===== src/rtl/lhca_trng.sv =====
// Hybrid rule-90/150 cellular-automaton TRNG with synchronised ring-oscillator injection,
// warm-up, decimation, repetition-count health test and valid/ready output.
module lhca_trng #(
   parameter int unsigned      WIDTH       = 32,
   parameter int unsigned      NUM_SRC     = 32,
   parameter logic [WIDTH-1:0] RULE        = '0,
   parameter logic [WIDTH-1:0] SEED        = WIDTH'(1),
   parameter int unsigned      SYNC_STAGES = 2,
   parameter int unsigned      WARMUP      = 64,
   parameter int unsigned      DECIM       = 8,
   parameter int unsigned      REP_LIMIT   = 32
) (
   input  logic               clk,
   input  logic               rst,
   input  logic               en,
   input  logic [NUM_SRC-1:0] source,
   output logic               rand_valid,
   input  logic               rand_ready,
   output logic [WIDTH-1:0]   rand_data,
   output logic               health_fail
);

   typedef enum logic [1:0] {S_IDLE, S_WARMUP, S_RUN, S_FAIL} state_t;

   state_t             state, state_nxt;
   logic [NUM_SRC-1:0] sync_q [SYNC_STAGES];
   logic [NUM_SRC-1:0] sync_out;
   logic [WIDTH-1:0]   src_word;
   logic [WIDTH-1:0]   ca, ca_nxt;
   logic [WIDTH+1:0]   ca_pad;
   logic               p, prev_p;
   logic [31:0]        rep_cnt, rep_nxt;
   logic [31:0]        warm_cnt, dec_cnt;
   logic               active, trip, warm_done, dec_done, load;

   always_ff @(posedge clk) begin
      if (rst) begin
         for (int unsigned i = 0; i < SYNC_STAGES; i++) sync_q[i] <= '0;
      end else begin
         sync_q[0] <= source;
         for (int unsigned i = 1; i < SYNC_STAGES; i++) sync_q[i] <= sync_q[i-1];
      end
   end

   assign sync_out = sync_q[SYNC_STAGES-1];

   // Sources beyond WIDTH wrap around and are XOR-folded onto the same cell.
   always_comb begin
      src_word = '0;
      for (int unsigned k = 0; k < NUM_SRC; k++)
         src_word[k % WIDTH] = src_word[k % WIDTH] ^ sync_out[k];
   end

   // Zero-padded copy gives the null boundary cells on both ends.
   assign ca_pad = {1'b0, ca, 1'b0};
   assign ca_nxt = ca_pad[WIDTH+1:2] ^ ca_pad[WIDTH-1:0] ^ (RULE & ca) ^ src_word;
   assign p      = ^src_word;
   assign active = (state == S_WARMUP) || (state == S_RUN);

   // rep_cnt of 0 marks "no sample yet since entering warm-up".
   always_comb begin
      if (rep_cnt == '0 || p != prev_p) rep_nxt = 32'd1;
      else if (rep_cnt >= 32'(REP_LIMIT)) rep_nxt = rep_cnt;
      else rep_nxt = rep_cnt + 32'd1;
   end

   assign trip      = active && (rep_nxt >= 32'(REP_LIMIT));
   assign warm_done = (warm_cnt + 32'd1) == 32'(WARMUP);
   assign dec_done  = (dec_cnt + 32'd1) == 32'(DECIM);

   always_ff @(posedge clk) begin
      if (rst) state <= S_IDLE;
      else     state <= state_nxt;
   end

   always_comb begin
      state_nxt = state;
      case (state)
         S_IDLE:   if (en) state_nxt = (WARMUP == 0) ? S_RUN : S_WARMUP;
         S_WARMUP: if (trip) state_nxt = S_FAIL;
                   else if (!en) state_nxt = S_IDLE;
                   else if (warm_done) state_nxt = S_RUN;
         S_RUN:    if (trip) state_nxt = S_FAIL;
                   else if (!en) state_nxt = S_IDLE;
         S_FAIL:   state_nxt = S_FAIL;
         default:  state_nxt = S_IDLE;
      endcase
   end

   always_comb begin
      health_fail = (state == S_FAIL);
   end

   assign load = (state == S_RUN) && (state_nxt == S_RUN) && dec_done;

   always_ff @(posedge clk) begin
      if (rst) begin
         ca         <= SEED;
         prev_p     <= 1'b0;
         rep_cnt    <= '0;
         warm_cnt   <= '0;
         dec_cnt    <= '0;
         rand_valid <= 1'b0;
         rand_data  <= '0;
      end else begin
         if (active) begin
            ca      <= ca_nxt;
            prev_p  <= p;
            rep_cnt <= rep_nxt;
         end
         if (state == S_IDLE) rep_cnt <= '0;
         warm_cnt <= (state == S_WARMUP) ? warm_cnt + 32'd1 : '0;
         dec_cnt  <= (state == S_RUN && !dec_done) ? dec_cnt + 32'd1 : '0;
         // A completed word is dropped if the previous one is still unaccepted.
         if (state_nxt != S_RUN) begin
            rand_valid <= 1'b0;
         end else if (load && (!rand_valid || rand_ready)) begin
            rand_valid <= 1'b1;
            rand_data  <= ca_nxt;
         end else if (rand_ready) begin
            rand_valid <= 1'b0;
         end
      end
   end

endmodule


===== config.mk =====
export PLATFORM = sky130hd
export DESIGN_NAME = lhca_trng
export DESIGN_NICKNAME = d
export VERILOG_FILES = /design/src/rtl/lhca_trng.sv
export SDC_FILE = /design/constraint.sdc
export NUM_CORES = 1
export LEC_CHECK = 0
export BUFFER_PORTS_ARGS = -buffer_cell sky130_fd_sc_hd__buf_2
export CAP_MARGIN = 0
export CORE_UTILIZATION = 50
export CTS_BUF_LIST = sky130_fd_sc_hd__clkbuf_4 sky130_fd_sc_hd__clkbuf_8 sky130_fd_sc_hd__clkbuf_16
export DETAILED_ROUTE_END_ITERATION = 8
export PLACE_DENSITY = 0.68
export SLEW_MARGIN = 10
export SYNTH_ARGS = -nofsm -noshare
export SYNTH_HDL_FRONTEND = slang
export SYNTH_SLANG_ARGS = --single-unit

===== constraint.sdc =====
create_clock -name clk -period 3.31 [get_ports clk]
set_input_delay 0 -clock clk [delete_from_list [all_inputs] [get_ports clk]]
set_output_delay 0 -clock clk [all_outputs]
set_load 0.01 [all_outputs]

Word-level counts from Yosys, hierarchy flattened
Memory sizes are Yosys's and may differ from the RTL's.
Cells that the tools add are included.

storage, ports and cells
  register bits after elaboration = 164
  memory bits (writable) = 64
  bits of input ports = 36
  output and inout port bits = 34
  logic and storage cells = 64
  memories kept = 1

memory list
  name    depth  bits a word  rd ports  clocked after memory_dff  wr ports  line  RTL
  sync_q  2      32           2         0                         2         26    logic [NUM_SRC-1:0] sync_q [SYNC_STAGES];

operators by class
  add/subtract/negate cells = 3
  magnitude comparators = 2
  equality and inequality tests = 8
  mux-type cells = 16
  bitwise logic cells = 7
  reduce and logical (&&, ||, !) cells = 19

operators by type and width
  kind                                                                                   number
  32-bit 2-to-1 mux                                                                      4
  32-bit by 1-bit adder with 32-bit output (second input constant)                       3
  32-bit by 6-bit greater-or-equal comparator with 1-bit output (second input constant)  2
  32-bit by 4-bit == test with 1-bit output (second input constant)                      1
  32-bit by 7-bit == test with 1-bit output (second input constant)                      1
  32-bit zero test                                                                       1
  32-bit parity                                                                          1
  31-bit by 32-bit bitwise XOR with 32-bit output                                        1
  32-bit bitwise XOR                                                                     1
  2-bit 2-to-1 mux                                                                       6
  2-bit one-hot mux with 4 select lines                                                  1
  2-bit OR reduction                                                                     4
  2-bit == test (second input constant)                                                  3
  1-bit logical AND                                                                      5
  1-bit 2-to-1 mux                                                                       5
  1-bit logical OR                                                                       3
  1-bit NOT                                                                              3
  2-bit by 1-bit == test with 1-bit output (second input constant)                       1
  1-bit zero test                                                                        2
  2-bit zero test                                                                        1
  2-bit inequality test (second input constant)                                          1
  1-bit bitwise OR                                                                       2
  2-bit AND reduction                                                                    1
  2-bit nonzero test                                                                     1
  1-bit inequality test                                                                  1

Longest topological paths before layout
Gate-level depths: netlist (run 1).
An unclocked memory read counts as a cell.

  word-level depth = 14
  depth in mapped cells = 13
  mapped depth without buffers = 10

Worst setup path after synthesis (run 1)
No wires, ideal clock.

  kind = flip-flop to flip-flop
  start = register dec_cnt[4]
  end = register rand_data[2]
  library setup time = 132 ps
  arrival time = 2913 ps
  data required time = 3178 ps
  slack = 264 ps
  stages on the path, launching flop included = 12
  buffers on the path = 3
  period minus slack after synthesis = 3046 ps
  cells stage by stage = dfxtp_1 -> buf_2 -> nand4_1 -> nor4_4 -> nand3_1 -> xor2_1 -> or4bb_1 -> or4_1 -> clkbuf_1 -> buf_2 -> o31ai_1 -> a21oi_1

on the way
  longest elaborated chain between the ends = 5

ends and longest elaborated chain
  element                                    line  RTL
  start: declaration                         33    logic [31:0] warm_cnt, dec_cnt;
  start signal: assignment                   113   dec_cnt <= (state == S_RUN && !dec_done) ? dec_cnt + 32'd1 : '0;
  32-bit by 1-bit adder with 32-bit output   69    assign dec_done = (dec_cnt + 32'd1) == 32'(DECIM);
  32-bit by 4-bit == test with 1-bit output  69
  1-bit logical AND                          94    assign load = (state == S_RUN) && (state_nxt == S_RUN) && dec_done;
  1-bit logical AND                          117   end else if (load && (!rand_valid || rand_ready)) begin
  2-bit AND reduction (no line)              n/a
  end signal: assignment                     119   rand_data <= ca_nxt;
  end: declaration                           19    output logic [WIDTH-1:0] rand_data,

Every way passes these cells.
A chain may end at the register's enable or synchronous reset.

Worst setup path in the final report (run 1)
  start = register dec_cnt[8]
  end = register rand_data[31]

The elaborated chain is that of the path after synthesis.

==> results of run 1 <==
registers in the layout, indices dropped and copies added (netlist names):
register	count
sync_q	64
state	2
rep_cnt	32
rand_data	32
warm_cnt	32
prev_p	1
dec_cnt	32
ca	32
rand_valid	1
synth_stat cells (all sizes together), types with 3 or more instances:
cell / instances
a2111oi: 3
a211oi: 6
a21oi: 43
a31oi: 3
a41oi: 3
and2: 32
and3: 11
and4: 7
buf: 22
clkbuf: 46
dfxtp: 228
ha: 9
inv: 11
mux2: 6
mux2i: 37
nand2: 45
nand3: 30
nand4: 61
nor2: 108
nor2b: 72
nor3: 28
nor4: 32
o2111ai: 4
o21ai: 14
o21ba: 3
o31a: 3
o31ai: 31
or2: 3
or3: 14
or4: 6
xnor2: 123
xor2: 25
cell usage in the layout (no fill, tap or decap), drive strengths merged, types with 4 or more instances in the layout:
| master | count |
|---|---|
| a211oi | 6 |
| nor4 | 32 |
| clkbuf | 34 |
| buf | 128 |
| or3 | 14 |
| and3 | 11 |
| inv | 11 |
| mux2 | 6 |
| nor2 | 108 |
| a21oi | 43 |
| xnor2 | 123 |
| nand4 | 61 |
| o2111ai | 4 |
| dlygate4sd3 | 46 |
| or4 | 6 |
| ha | 9 |
| and2 | 32 |
| xor2 | 25 |
| nor2b | 72 |
| dfxtp | 228 |
| nand2 | 45 |
| o31ai | 31 |
| mux2i | 37 |
| nor3 | 28 |
| nand3 | 30 |
| o21ai | 14 |
| and4 | 7 |
| clkinv | 5 |
metal layers:
metal	up-vias	share of wire, %	global-route usage, %
li1	4117	-	-
met1	3755	46	29.6
met2	199	46	36.5
met3	53	4.8	3.19
met4	0	2.7	6.65
met5	-	0	0
cells by family after synthesis:
group / Yosys count
AND/OR/NAND/NOR: 461
XOR/XNOR: 149
multiplexers: 43
adder cells (fa/ha/maj): 9
flip-flops: 228
buffers and inverters: 79
AO/OA/AOI/OAI: 131
critical path, cell delays in order (launching register included):
cell and delay (ns):
sky130_fd_sc_hd__dfxtp_1 0.33, sky130_fd_sc_hd__buf_4 0.15, sky130_fd_sc_hd__and4_1 0.28, sky130_fd_sc_hd__nand4_1 0.20, sky130_fd_sc_hd__buf_4 0.22, sky130_fd_sc_hd__nor3_1 0.33, sky130_fd_sc_hd__a22oi_1 0.26, sky130_fd_sc_hd__nor4b_2 0.36
sky130_fd_sc_hd__nand3_1 0.14, sky130_fd_sc_hd__or4_4 0.46, sky130_fd_sc_hd__mux2_4 0.31
repair_timing:
| item | in CTS | in global routing |
|---|---|---|
| hold buffers | 46 | 0 |
| endpoints found under the hold margin | 65 | 0 |
| setup buffers | 0 | 2 |
| gates resized for setup | 0 | 32 |
| setup endpoints to repair | 0 | 65 |
through the flow:
stage	power [mW]	instances	utilization, %	setup TNS (ns)
global placement	3.84	1423	56.2	0
global route	6.93	1515	63.5	-0.00789
finish	6.65	1515	63.5	0
detailed placement	3.85	1423	56.2	0
floorplan	3.64	1100	-	0
CTS	6.70	1512	62.8	0
area by class of cell:
type,instances,area [um2],area share [%]
Tap cell,265,332,2.65
Clock buffer,34,713,5.70
Clock inverter,9,134,1.07
Multi-Input combinational cell,793,5420,43.3
Sequential cell,228,4570,36.5
Antenna cell,1,2.50,0.0200
Timing Repair Buffer,174,1300,10.4
Inverter,11,41.3,0.330
worst paths after layout:
path | startpoint | endpoint | slack (ns) | depth (start not counted)
worst min-delay path | en | state[0] | 0.09 | 5
worst min register to register | sync_q[0][2] | sync_q[0][34] | 0.43 | 1
worst max register to register | dec_cnt[8] | rand_data[31] | 0.13 | 10
worst max-delay path | dec_cnt[8] | rand_data[31] | 0.13 | 10
power by group:
part	switching [mW]	internal, mW	total [mW]
clock	1.08	1.74	2.82
combinational	0.504	0.413	0.917
sequential	0.0803	2.84	2.92
total	1.66	4.99	6.65
==> results.txt, run 1 <==
----------------------------------------------------
[Status]
  Result of the run ... finished, final reports clean

[Synth]
  Combinational family with the most area after synthesis ... simple AND/OR/NAND/NOR gates
  Count of different cell masters after synthesis ... between 60 and 70
  Synth Warn # ... 0
  Top cells by area, synth ... sky130_fd_sc_hd__dfxtp_1, sky130_fd_sc_hd__xnor2_1, sky130_fd_sc_hd__nor2b_1
  Area leader, netlist ... sky130_fd_sc_hd__dfxtp_1
  Seq cells post-synth ... 228
  Sequential area share after synthesis ... 44.8%
  Synth Area per Inst ... 9.26 um2
  Fraction of the mapped netlist area in compound gates ... 8.70%
  Share of async-settable or async-resettable flops after synthesis ... 0%
  Top cell type's share of synthesized area ... 44.8%
  Multiplexer area fraction after synthesis ... 4.37%
  Cell area after synthesis ... 10200 um2
  Synthesized instance count ... 1100
  Primary flip-flop cell chosen by synthesis mapping ... sky130_fd_sc_hd__dfxtp_1
  Share of synthesized cell area in and, or, nand and nor gates ... 24.9%
  Post-synthesis share of cell area spent on xor and xnor gates ... around an eighth
  Post-synthesis adder-cell area fraction ... 1.11%
  Net Count, Synth ... 1145
  Number of synthesized flops with an enable pin ... 0

[Global routing]
  Global-route wire length before repair ... about 37000 um
  Leftover overflow at the end of global routing ... 0
  Overall Global Routing Usage ... 22.0%
  Number of global-route vias before repair ... about 7700
  Pin count of the biggest net entering global routing ... between 90 and 100
  Antenna violations before repair ... 1

[STA]
  F_max ... ~310 MHz
  Number of max-slew violations in the final report ... 0
  Min Tclk post-route ... ~3.2 ns
  Final number of hold-violating endpoints ... 0
  Worst slew slack as a fraction of its limit ... 41.2%
  Worst Clk Skew ... 0.0169 ns
  RSZ-0062 raised after global routing ... yes
  Worst Tran Pin Value ... 0.881 ns
  Period Utilization, post-route ... 96.2%
  Crit path setup slack, layout ... between 0.1 and 0.15 ns
  Number of setup violations in the final report ... 0
  Worst slack on hold paths ... 0.0903 ns

[Clocking]
  Clock latency on the worst-skew pair ... 0.52 ns
  H-tree depth reported by CTS ... 1
  Number of clock sinks seen by CTS ... 228
  Clock-pin slew of the registers on the worst-case setup and hold paths ... 0.06 ns
  Buffer type at the clock tree root ... sky130_fd_sc_hd__clkbuf_16
  CTS tree ... done
  TritonCTS buffer count ... 24
  Largest buffer count on any clock path ... 3

[Detailed routing]
  Initial drt markers ... 419
  First-pass detailed-route iteration total ... 4
  Number of nets with antenna violations after routing ... 0
  Detailed-route vias per instance ... 5.36
  DRC violations left ... 0
  DRT Wirelength ... 22500 um
  Total vias in the final route ... approximately 8100
  Routed len/inst ... 14.9 um

[Power and ir drop]
  Peak ir drop on the vdd network ... 409 uV
  Power per standard cell area ... between 500 and 600 nW/um2
  Static power due to leakage ... approximately 4.5 nW

[Placement]
  Total placed instance area ... between 10000 and 15000 um2
  Quantity of I/O buffers inserted on ports ... 69
  Worst setup slack before clock tree synthesis ... 0.0761 ns
  Dpl hpwl ... 14700 um
  Gpl congestion ... around 0.91

[Floorplanning]
  Height of the die ... 145 um
  Die Width ... 145 um
  Number of top-level pins ... 70
  Number of rows created at floorplan ... 51
  Area of the core ... between 15000 and 20000 um2
  Floorplan die area ... ~21000 um2
  Initial Utilization ... between 50% and 60%

[Cells and area]
  Total non-filler cell area in the finished layout ... 12500 um2
  Area delta synth->final ... 22.9%
  Layout net count ... 1277
  Filler cells ... approximately 1600
  Share of final-layout standard cells stronger than drive strength 1 ... 18.0%

[Worst setup path]
  CP Data Required Time ... 3.71 ns
  Critical path start-end classification ... flip-flop to flip-flop
  Worst Path Arrival ... about 3.6 ns
  Critical Path Start Type ... flip-flop
  Nature of the critical path endpoint ... flip-flop
  Highest fanout seen on the critical path ... 7

[Job]
  Max-capacitance violation count ... 0

[Min path]
  Hold Crit Class ... primary input to flip-flop

----------------------------------------------------
(Power assumes the default switching activity.)
==> run 2: changes to the inputs <==
--- a/config.mk
+++ b/config.mk
@@ -7,6 +7,7 @@
 export LEC_CHECK = 0
 export BUFFER_PORTS_ARGS = -buffer_cell sky130_fd_sc_hd__buf_2
 export CAP_MARGIN = 0
+export CORE_ASPECT_RATIO = 1.2
 export CORE_UTILIZATION = 50
 export CTS_BUF_LIST = sky130_fd_sc_hd__clkbuf_4 sky130_fd_sc_hd__clkbuf_8 sky130_fd_sc_hd__clkbuf_16
 export DETAILED_ROUTE_END_ITERATION = 8
==> constraint.sdc (replaced) <==
create_clock -name clk -period 3.31 [get_ports clk]
set_input_delay 0.331 -clock clk [delete_from_list [all_inputs] [get_ports clk]]
set_output_delay 0.331 -clock clk [all_outputs]
set_load 0.01 [all_outputs]
==> run 2 against run 1 <==
Compared with the run above:
- cell count decreased by 1.8%
- worst setup slack got worse by 0.069 ns
- routed wire length increased by 0.42%
- flip-flop and latch count unchanged
- final area decreased by 0.51%
- clock skew decreased by 0.0019 ns
- register-to-register slack got worse by 0.07 ns
- clock power increased by 4%
- sequential power about the same
- critical path depth increased by 1
- via count decreased by 0.12%
- global-route usage decreased by 1.4 points
- critical path type unchanged
- largest cell class unchanged
==> results.txt, run 2 (synthesis gave the netlist of run 1 again) <==
----------------------------------------------------
[Status]
  Result of the run ... finished, final reports clean

[Global routing]
  Met1 GRT Util ... 25.4% (-4.3 points)
  Antenna violations before repair ... 0 (-1)
  Pin count of the biggest net entering global routing ... 92 (+1.1%)
  Leftover overflow at the end of global routing ... 0 (unchanged)
  Global-route wire length before repair ... 35800 um (-4.4%)
  Routing usage on met3 ... 2.39% (-0.80 points)
  Met2 Track Usage GR ... 37.4% (+0.95 points)
  Overall Global Routing Usage ... 20.6% (-1.4 points)
  Number of global-route vias before repair ... 7619 (-1.2%)
  Layer with the highest usage ... met2

[Clocking]
  H-tree depth reported by CTS ... 1 (unchanged)
  CTS tree ... done
  Clock-pin slew of the registers on the worst-case setup and hold paths ... 0.06 ns (about the same)
  TritonCTS buffer count ... 24 (unchanged)
  Number of clock sinks seen by CTS ... 228 (unchanged)
  Clock latency on the worst-skew pair ... 0.52 ns (about the same)
  Buffer type at the clock tree root ... sky130_fd_sc_hd__clkbuf_16
  Largest buffer count on any clock path ... 3 (unchanged)

[Worst setup path]
  Critical register-to-register path startpoint ... dec_cnt[6]
  Highest fanout seen on the critical path ... 10 (+3)
  Critical Path Start Type ... flip-flop
  Worst Path Arrival ... 3.63 ns (+0.05 ns)
  Critical path launch point ... dec_cnt[6]
  Critical path start-end classification ... flip-flop to flip-flop
  Nature of the critical path endpoint ... flip-flop
  Worst R2R Path Depth ... 11 (+1)
  CP Data Required Time ... 3.69 ns (-0.02 ns)

[Min path]
  Number of stages on the worst hold path ... 2 (-3)
  Hold Crit Start ... source[14]
  Hold Crit Class ... primary input to flip-flop

[Floorplanning]
  Number of top-level pins ... 70 (unchanged)
  Die Width ... 132 um (-8.6%)
  Height of the die ... 158 um (+9.4%)
  Area of the core ... 19800 um2 (+0.21%)
  Floorplan die area ... 20900 um2 (about the same)
  Initial Utilization ... 51.5% (-0.11 points)
  Number of rows created at floorplan ... 56 (+9.8%)

[Placement]
  Total placed instance area ... 11100 um2 (about the same)
  Number of placed instances with taps included ... 1421 (-0.14%)
  Dpl hpwl ... 14900 um (+1.2%)
  Gpl congestion ... 0.911 (-0.16%)
  Quantity of I/O buffers inserted on ports ... 69 (unchanged)

[Power and ir drop]
  Power share of the clock group ... 43.5% (+1.2 points)
  Combinational group share of total power ... 13.2% (-0.6 points)
  Int Power ... 5.07 mW (+1.5%)
  Net Sw Frac ... 25.0% (about the same)
  Sw power ... 1.69 mW (+1.6%)
  Register share of total power ... 43.2% (-0.7 points)
  Power per standard cell area ... 543 nW/um2 (+2.1%)
  Static power due to leakage ... 4.50 nW (-1.2%)
  Peak ir drop on the vdd network ... 409 uV (-0.11%)
  Final Total Pwr ... 6.76 mW (+1.6%)

[Detailed routing]
  DRT Wirelength ... 22600 um (+0.42%)
  Routed len/inst ... 15.2 um (+2.3%)
  Initial drt markers ... 501 (+20%)
  DRC violations left ... 0 (unchanged)
  Total vias in the final route ... 8114 (-0.12%)
  Number of nets with antenna violations after routing ... 0 (unchanged)
  First-pass detailed-route iteration total ... 5 (+1)
  Detailed-route vias per instance ... 5.46 (+1.8%)

[STA]
  Worst Clk Skew ... 0.0150 ns (-0.00189 ns)
  Number of max-slew violations in the final report ... 0 (unchanged)
  Number of setup violations in the final report ... 0 (unchanged)
  Worst slack on hold paths ... 0.0178 ns (-0.0726 ns)
  Min Tclk post-route ... 3.25 ns (+0.0692 ns)
  Period Utilization, post-route ... 98.3% (+2.1 points)
  Worst Tran Pin Value ... 0.872 ns (-0.00897 ns)
  Final number of hold-violating endpoints ... 0 (unchanged)
  F_max ... 307 MHz (-2.1%)
  Worst slew slack as a fraction of its limit ... 41.8% (+0.60 points)

[Cells and area]
  Total non-filler cell area in the finished layout ... 12400 um2 (-0.51%)
  Most common library cell in the layout ignoring fill and taps ... sky130_fd_sc_hd__dfxtp_1
  Fraction of the core area covered by cells at the end of the flow ... 63.0% (-0.46 points)
  Share of final-layout standard cells stronger than drive strength 1 ... 22.9% (+4.9 points)
  Number of flip-flops under the largest register name ... 64 (unchanged)
  Number of standard cells in the final layout excluding fillers ... 1487 (-1.8%)
  Commonest cells after routing, fill and taps aside ... sky130_fd_sc_hd__dfxtp_1, sky130_fd_sc_hd__xnor2_1, sky130_fd_sc_hd__nor2_1
  Layout net count ... 1253 (-1.9%)
  Area delta synth->final ... 22.2%
  Filler cells ... 1677 (+3.6%)
  Register bank with the most flops ... sync_q

[Job]
  Max-capacitance violation count ... 0 (unchanged)

----------------------------------------------------
run 2: power by group through the flow:
stage	Clock, mW	Combinational, mW	Sequential (mW)
after floorplan	0	0.679	2.96
after global placement	0	0.862	2.98
after detailed placement	0	0.868	2.98
after CTS	2.99	0.877	2.92
after global routing	3.10	0.976	2.93
final	2.94	0.894	2.92
run 2: layer usage:
metal | up-vias | wire (um)
met4 | 0 | 394
li1 | 4075 | -
met2 | 192 | 11200
met1 | 3814 | 10100
met5 | - | 0
met3 | 33 | 873
run 2: through the flow:
stage	setup TNS [ns]	setup WS, ns
final	0	0.0570
after global routing	-0.650	-0.0546
after CTS	0	0.0179
after detailed placement	0	0.0386
after global placement	0	0.0564
after floorplan	0	0.264
run 2: cell type report:
cell class                      count  area [um2]  area share, %
Inverter                           11        41.3          0.332
Tap cell                          261         327           2.62
Timing Repair Buffer              150        1060           8.53
Multi-Input combinational cell    793        5550           44.6
Antenna cell                        1        2.50         0.0201
Sequential cell                   228        4580           36.8
Clock buffer                       31         678           5.45
Clock inverter                     12         206           1.66
run 2: final timing paths:
check	to	slack [ns]
setup / recovery	rand_data[10]	0.06
hold / removal	sync_q[0][14]	0.02
setup reg to reg	rand_data[10]	0.06
hold reg to reg	sync_q[0][37]	0.43
run 2: what timing repair did:
item,in CTS,in global routing
setup buffers,0,18
endpoints found under the hold margin,1,0
hold buffers,1,0
setup endpoints to repair,0,65
resized for setup,0,71
run 2: worst max-delay path: stages, from the launching register on:
cell                      delay [ns]
sky130_fd_sc_hd__dfxtp_2        0.34
sky130_fd_sc_hd__buf_6          0.12
sky130_fd_sc_hd__and4_4         0.23
sky130_fd_sc_hd__nand4_1        0.19
sky130_fd_sc_hd__o21ai_2        0.21
sky130_fd_sc_hd__and3b_1        0.19
sky130_fd_sc_hd__o211a_1        0.15
sky130_fd_sc_hd__or4bb_4        0.46
sky130_fd_sc_hd__or4_4          0.66
sky130_fd_sc_hd__buf_6          0.20
sky130_fd_sc_hd__o31ai_1        0.26
sky130_fd_sc_hd__a21oi_1        0.10
